`src/rtl/bus_cycle_unit.sv`:
```
// bus_cycle_unit: 8088-style T1-T2-T3-[Tw]-T4 bus-cycle engine with 20-bit segment:offset addressing.
// Define BCU_WAIT_TIMEOUT_EN to bound consecutive Tw cycles and flag rsp_err on expiry.
module bus_cycle_unit #(
    parameter int ADDR_W    = 20,
    parameter int DATA_W    = 16,
    parameter int SEG_SHIFT = 4
`ifdef BCU_WAIT_TIMEOUT_EN
    ,
    parameter int TIMEOUT_CYC = 15
`endif
) (
    input  logic              clk,
    input  logic              reset,
    input  logic              req_valid,
    output logic              req_ready,
    input  logic              req_op,
    input  logic [15:0]       req_seg,
    input  logic [15:0]       req_off,
    input  logic [DATA_W-1:0] req_wdata,
    output logic [ADDR_W-1:0] bus_addr,
    output logic              bus_ale,
    output logic              bus_rd_wr,
    output logic [DATA_W-1:0] bus_data_out,
    output logic              bus_data_oe,
    input  logic [DATA_W-1:0] bus_data_in,
    input  logic              bus_ready,
    output logic              rsp_valid,
    output logic [DATA_W-1:0] rsp_rdata,
    output logic              rsp_err
);

    typedef enum logic [2:0] {IDLE, T1, T2, T3, TW, T4} state_t;

    state_t            state;
    logic              op_q;
    logic [DATA_W-1:0] wdata_q;
    logic              accept;
    logic [ADDR_W-1:0] phys_addr;
    logic [DATA_W-1:0] capture_data;

    // Ready is gated by reset so nothing is offered while the unit is held in reset.
    assign req_ready    = reset && ((state == IDLE) || (state == T4));
    assign accept       = req_valid && req_ready;
    assign phys_addr    = (ADDR_W'(req_seg) << SEG_SHIFT) + ADDR_W'(req_off);
    assign capture_data = op_q ? '0 : bus_data_in;

`ifdef BCU_WAIT_TIMEOUT_EN
    localparam int CNT_W = $clog2(TIMEOUT_CYC + 1);

    logic [CNT_W-1:0] wait_cnt;
    logic             err_q;
    logic             wait_expired;

    assign wait_expired = (wait_cnt == CNT_W'(TIMEOUT_CYC - 1));
    assign rsp_err      = err_q;
`else
    assign rsp_err = 1'b0;
`endif

    always_ff @(posedge clk or negedge reset) begin
        if (!reset) begin
            state        <= IDLE;
            op_q         <= 1'b0;
            wdata_q      <= '0;
            bus_addr     <= '0;
            bus_ale      <= 1'b0;
            bus_rd_wr    <= 1'b0;
            bus_data_out <= '0;
            bus_data_oe  <= 1'b0;
            rsp_valid    <= 1'b0;
            rsp_rdata    <= '0;
`ifdef BCU_WAIT_TIMEOUT_EN
            wait_cnt     <= '0;
            err_q        <= 1'b0;
`endif
        end else begin
            case (state)
                IDLE: begin
                end
                T1: begin
                    state   <= T2;
                    bus_ale <= 1'b0;
                    if (op_q) begin
                        bus_data_oe  <= 1'b1;
                        bus_data_out <= wdata_q;
                    end
                end
                T2: begin
                    state <= T3;
                end
                T3: begin
`ifdef BCU_WAIT_TIMEOUT_EN
                    wait_cnt <= '0;
`endif
                    if (bus_ready) begin
                        state     <= T4;
                        rsp_valid <= 1'b1;
                        rsp_rdata <= capture_data;
                    end else begin
                        state <= TW;
                    end
                end
                TW: begin
                    if (bus_ready) begin
                        state     <= T4;
                        rsp_valid <= 1'b1;
                        rsp_rdata <= capture_data;
                    end
`ifdef BCU_WAIT_TIMEOUT_EN
                    else if (wait_expired) begin
                        state     <= T4;
                        rsp_valid <= 1'b1;
                        rsp_rdata <= '1;
                        err_q     <= 1'b1;
                    end else begin
                        wait_cnt <= wait_cnt + 1'b1;
                    end
`endif
                end
                T4: begin
                    rsp_valid   <= 1'b0;
                    bus_data_oe <= 1'b0;
`ifdef BCU_WAIT_TIMEOUT_EN
                    err_q       <= 1'b0;
`endif
                    if (!accept) begin
                        state     <= IDLE;
                        bus_rd_wr <= 1'b0;
                    end
                end
                default: begin
                    state <= IDLE;
                end
            endcase

            // An accept (only possible in IDLE or T4) overrides the state update above.
            if (accept) begin
                state     <= T1;
                op_q      <= req_op;
                wdata_q   <= req_wdata;
                bus_addr  <= phys_addr;
                bus_ale   <= 1'b1;
                bus_rd_wr <= req_op;
            end
        end
    end

endmodule
```
`config.mk`:
```
export PLATFORM = sky130hd
export DESIGN_NAME = bus_cycle_unit
export DESIGN_NICKNAME = d
export VERILOG_FILES = /design/src/rtl/bus_cycle_unit.sv
export SDC_FILE = /design/constraint.sdc
export NUM_CORES = 1
export LEC_CHECK = 0
export ABC_AREA = 1
export BUFFER_PORTS_ARGS = -buffer_cell sky130_fd_sc_hd__buf_2
export CORE_MARGIN = 5
export CORE_UTILIZATION = 40
export DETAILED_ROUTE_END_ITERATION = 6
export PLACE_DENSITY_LB_ADDON = 0.12
export REMOVE_ABC_BUFFERS = 1
export SETUP_SLACK_MARGIN = 0.02
export SYNTH_ARGS = -nofsm -noshare
export SYNTH_HDL_FRONTEND = slang
export SYNTH_SLANG_ARGS = --single-unit
```
`constraint.sdc`:
```
create_clock -name clk -period 1.4 [get_ports clk]
set_clock_uncertainty 0.1 [all_clocks]
set_input_delay 0.28 -clock clk [delete_from_list [all_inputs] [get_ports clk]]
set_output_delay 0.28 -clock clk [all_outputs]
set_load 0.05 [all_outputs]
```
Word level (Yosys, flattened, before mapping)
Cells that the tools add are included.

Register bits: 76. Word-level logic and storage cells: 47.

Add/sub/neg operators: 1. Equality and inequality tests: 9. Muxes and demuxes: 13. Reductions and logical operators: 14.

Operators with widths (number): adder 20 x 16 -> 20 bit (1); two-way mux 16 bit (1); one-hot mux 3 bit (5 select lines) (1); AND reduction 2 bit (5); nonzero test 2 bit (4); two-way mux 1 bit (7); == test 3 x 2 -> 1 bit, second input constant (2); == test 3 bit, second input constant (2); two-way mux 3 bit (2); != test 2 bit, second input constant (2); one-hot mux 1 bit (2 select lines) (2); == test 3 x 1 -> 1 bit, second input constant (1); zero test 3 bit (1); != test 3 bit, second input constant (1); logical AND 1 bit (2); != test 2 x 1 -> 1 bit, second input constant (1); OR reduction 2 bit (1); logical OR 1 bit (1).

Logic depth before layout (Yosys ltp)
Depth after elaboration: 6. Depth in mapped cells: 11.

Least setup slack after synthesis
OpenSTA, ideal clock, no wires.

Path kind: input to register. Start: input req_seg[0]. End: register bus_addr[10]. Library setup time: 0.118 ns. Arrival time: 1.531 ns. Data required time: 1.182 ns. Path slack: -0.349 ns. Stages on the path: 9. Cells stage by stage: ha_1 > fa_1 > nand2_1 > nand2_1 > nand3b_1 > nand2_1 > or2_2 > nand3_1 > nand2_1.

Word-level cells in the longest chain between the ends: 1.

Ends and longest elaborated chain: from (decl) (RTL line 17) `input logic [15:0] req_seg,`; adder 20 x 16 -> 20 bit (RTL line 44) `assign phys_addr = (ADDR_W'(req_seg) << SEG_SHIFT) + ADDR_W'(req_off);`; to (signal assigned) (RTL line 141) `bus_addr <= phys_addr;`; to (decl) (RTL line 20) `output logic [ADDR_W-1:0] bus_addr,`.

Every way passes these cells. A chain may end at the register's enable or synchronous reset.

Worst setup path in the final report
Start: register state[0]. End: output req_ready.

Word-level cells in the longest chain between the ends: 3. Elaborated cells on any way between the ends: 4.

Ends and longest elaborated chain: from (decl) (RTL line 34) `state_t state;`; from (signal assigned) (RTL line 62) `state <= IDLE;`; from (signal assigned) (RTL line 81) `state <= T2;`; from (signal assigned) (RTL line 89) `state <= T3;`; == test 3 bit or zero test 3 bit (tied branches) (RTL line 42) `assign req_ready = reset && ((state == IDLE) || (state == T4));`; logical OR 1 bit (*) (RTL line 42); logical AND 1 bit (*) (RTL line 42); to (decl) (RTL line 15) `output logic req_ready,`.

Every way passes the cells marked *; elsewhere a longest branch is shown, timed or not.

==> results.py <==
metrics = {
    "finish": {
        "fillers": 827,
        "fin_cells": 749,
        "antenna_cells": 0,
        "syn_to_final_growth_pct": 50.29,
        "drive_gt1_frac": 0.3966,
        "register_area_mm2": 0.001903,
        "nNetsFinal": 715,
        "multi_input_area_mm2": 0.001760,
        "finish.instance_area_mm2": 0.005590,
    },
    "synthesis": {
        "synthFlopType": "dfrtp_1",
        "yosysSeqAreaShare": 0.5113,
        "yosysWarningCount": 0,
        "synth_area_mm2": 0.003720,
        "synth_top_cell_by_area": "dfrtp_1",
        "yosys.area.top_type_share": 0.5113,
        "synth_area_leaders": "dfrtp_1, nand2_1, inv_1, o21ai_0, ha_1",
        "synth_edf_count": 0,
        "ys_ff_latch": 76,
        "syn_inst": 467,
        "async_flop_share": 1.000,
        "yosys.cell_types.count": 32,
        "syn_avg_cell_area_um2": 7.965,
        "synth_commonest_cells": "nand2_1, dfrtp_1, inv_1",
        "yosysMostFrequentCell": "nand2_1",
    },
    "floorplanning": {
        "die_area_mm2": 0.01133,
        "die_x_um": 106.4,
        "initial_core_util": 0.4064,
        "num_io_pins": 127,
        "fp-row-count": 35,
        "die_h_um": 106.4,
        "core_area_mm2": 0.009153,
    },
    "hold_path": {
        "holdCritPathClass": "input port to flop",
    },
    "timing": {
        "slew_violations": 0,
        "setup_viol": 73,
        "max_freq_ghz": 0.5909,
        "holdWs_ps": 22.70,
        "grt_setup_unrepaired": "yes",
        "period_needed_ps": 1692,
        "setup_slack_ps": -292.5,
        "fin_crit_sh": 1.209,
        "hold_viol_final": 0,
    },
    "global_route": {
        "grt_max_degree": 77,
        "grt_antenna_before_repair": 0,
        "grt-ovfl-total": 0,
        "grt_use_total": 0.1735,
        "first_global_vias": 3444,
        "grt_pass1_wl_um": 15920,
    },
    "pwr": {
        "power_switching_w": 0.006286,
        "powerDensity_mw_per_mm2": 2312,
        "comb_power_share": 0.573,
        "p_int_w": 0.006637,
        "p_leak_nw": 3.063,
        "p_sw_frac": 0.4864,
        "clock_power_share": 0.134,
        "peakVddDrop_uv": 808.9,
        "p_seq_frac": 0.293,
    },
    "cts": {
        "clk_path_buf_depth": 2,
        "clkLatencyLatePin_ps": 340,
        "cts_root_buf": "clkbuf_8",
        "clk_pin_slew_ps": 90,
        "cts_tree": "built",
        "cts_num_sinks": 76,
        "htreeDepth": 3,
        "cts_buffers": 9,
    },
    "routing": {
        "firstDrtPassIters": 4,
        "ant_nets": 0,
        "wl_um": 10300,
        "drc": 0,
        "viasPerCell": 4.750,
        "vias": 3558,
        "drt-wirelength-per-cell_um": 13.75,
        "drt_iter0_drc": 169,
    },
    "worst_setup_path": {
        "start_kind": "flop",
        "cpPeakStageDelay_ps": 390,
        "cp_cell_sequence": "inv_2 -> nor2_2 -> nand2_2 -> o21ai_2 -> nand2_1 -> clkinv_2 -> buf_8",
        "cp.arrival_ps": 1310,
        "worstSetupEndpointType": "output port",
        "worstPathRequired_ps": 1020,
        "critPathKind": "flop to output port",
        "path_max_fanout": 4,
        "crit_path_top_delay_cell": "dfrtp_1",
    },
    "placement": {
        "pre_cts_ws_ps": -584.0,
        "placed_area_mm2": 0.004659,
        "gp_congestion": 0.8411,
        "io_buffers": 125,
        "dp.cells": 716,
        "post-dp-hpwl_um": 6624,
    },
    "outcome": {
        "status": "finished, violations left",
        "failed_checks": "negative setup slack",
    },
    "run": {
        "maxCapViolations": 0,
    },
}
==> area by class of cell <==
cell class              instances  share of cell area
multi-input cells             325              0.3149
flip-flops and latches         76              0.3404
repair buffers                170              0.2451
clock inverters                 6             0.01276
clock buffers                  10             0.02462
well taps                     111             0.02484
inverters                      51             0.03738
==> layer usage <==
metal | GRT usage | part of all wire
met5 | 0 | 0
met4 | 0.06575 | 0.018
met3 | 0.03036 | 0.044
met2 | 0.3023 | 0.51
met1 | 0.2147 | 0.43
==> critical path: cells and delay by family (launching register included) <==
kind                   cells  cell delay, ps
buffers and inverters      3             320
DFF                        1             390
and+or+nand+nor            3             200
AOI/OAI and AO/OA          1              60
==> power by group through the flow <==
| stage | clock [W] | sequential (W) | combinational, W |
|---|---|---|---|
| after floorplan | 0 | 0.00630 | 0.00167 |
| after CTS | 0.00177 | 0.00371 | 0.00667 |
| after global routing | 0.00186 | 0.00392 | 0.00790 |
| final | 0.00173 | 0.00378 | 0.00741 |
| after global placement | 0 | 0.00372 | 0.00597 |
| after detailed placement | 0 | 0.00375 | 0.00604 |
==> what timing repair did <==
action | 4_1_cts | 5_1_grt
buffers inserted | 5 | 3
pin swaps | 4 | 17
gates cloned | 6 | 6
hold buffers | 1 | 0
hold endpoints to repair | 76 | 0
gates resized for setup | 38 | 118
setup endpoints to repair | 76 | 104
==> path summary, 6_finish.rpt <==
path / endpoint / start / slack, ps / cells past startpoint
min in group asynchronous: wdata_q[11] / reset / 460 / 3
min: bus_addr[1] / req_off[1] / 20 / 3
max reg2reg: wdata_q[11] / state[0] / -230 / 12
min reg2reg: bus_addr[17] / bus_addr[17] / 380 / 2
max: req_ready / state[0] / -290 / 7
max in group asynchronous: state[2] / reset / 390 / 3
==> through the flow <==
step / power (W) / utilization / TNS [ps]
floorplan: 0.007969 / - / -12590
global placement: 0.009686 / 0.5091 / -5343
detailed placement: 0.009784 / 0.5091 / -6502
CTS: 0.01216 / 0.5638 / -7830
global route: 0.01367 / 0.6108 / -14850
finish: 0.01292 / 0.6108 / -9324
==> logic make-up after synthesis <==
| kind of cell | Yosys count | share of synthesized area |
|---|---|---|
| simple gates | 248 | 0.2711 |
| flops | 76 | 0.5113 |
| buf+inv | 66 | 0.07937 |
| compound gates | 58 | 0.07905 |
| fa+ha+maj | 13 | 0.04574 |
| xor+xnor | 4 | 0.009420 |
| other cells | 1 | 0.001008 |
| mux | 1 | 0.003027 |
==> placed cells by master (no fill, tap or decap), types with 8 or more instances in the layout <==
| master | count |
|---|---|
| nand3_1 | 12 |
| nand2_2 | 23 |
| nor2_1 | 11 |
| clkbuf_8 | 10 |
| nand2_4 | 9 |
| nand3_2 | 8 |
| buf_4 | 33 |
| o21ai_1 | 28 |
| nand2_1 | 166 |
| ha_1 | 12 |
| inv_1 | 46 |
| dfrtp_1 | 75 |
| clkbuf_4 | 27 |
| o21ai_2 | 11 |
| o21ai_0 | 13 |
| buf_2 | 85 |
==> state kept, by name, summed over array words and instances (netlist names) <==
name / cells
rsp_valid: 1
bus_rd_wr: 1
bus_ale: 1
bus_data_out: 16
wdata_q: 16
bus_addr: 20
op_q: 1
rsp_rdata: 16
bus_data_oe: 1
state: 3
Note: power is estimated with default switching activity, not from simulation.
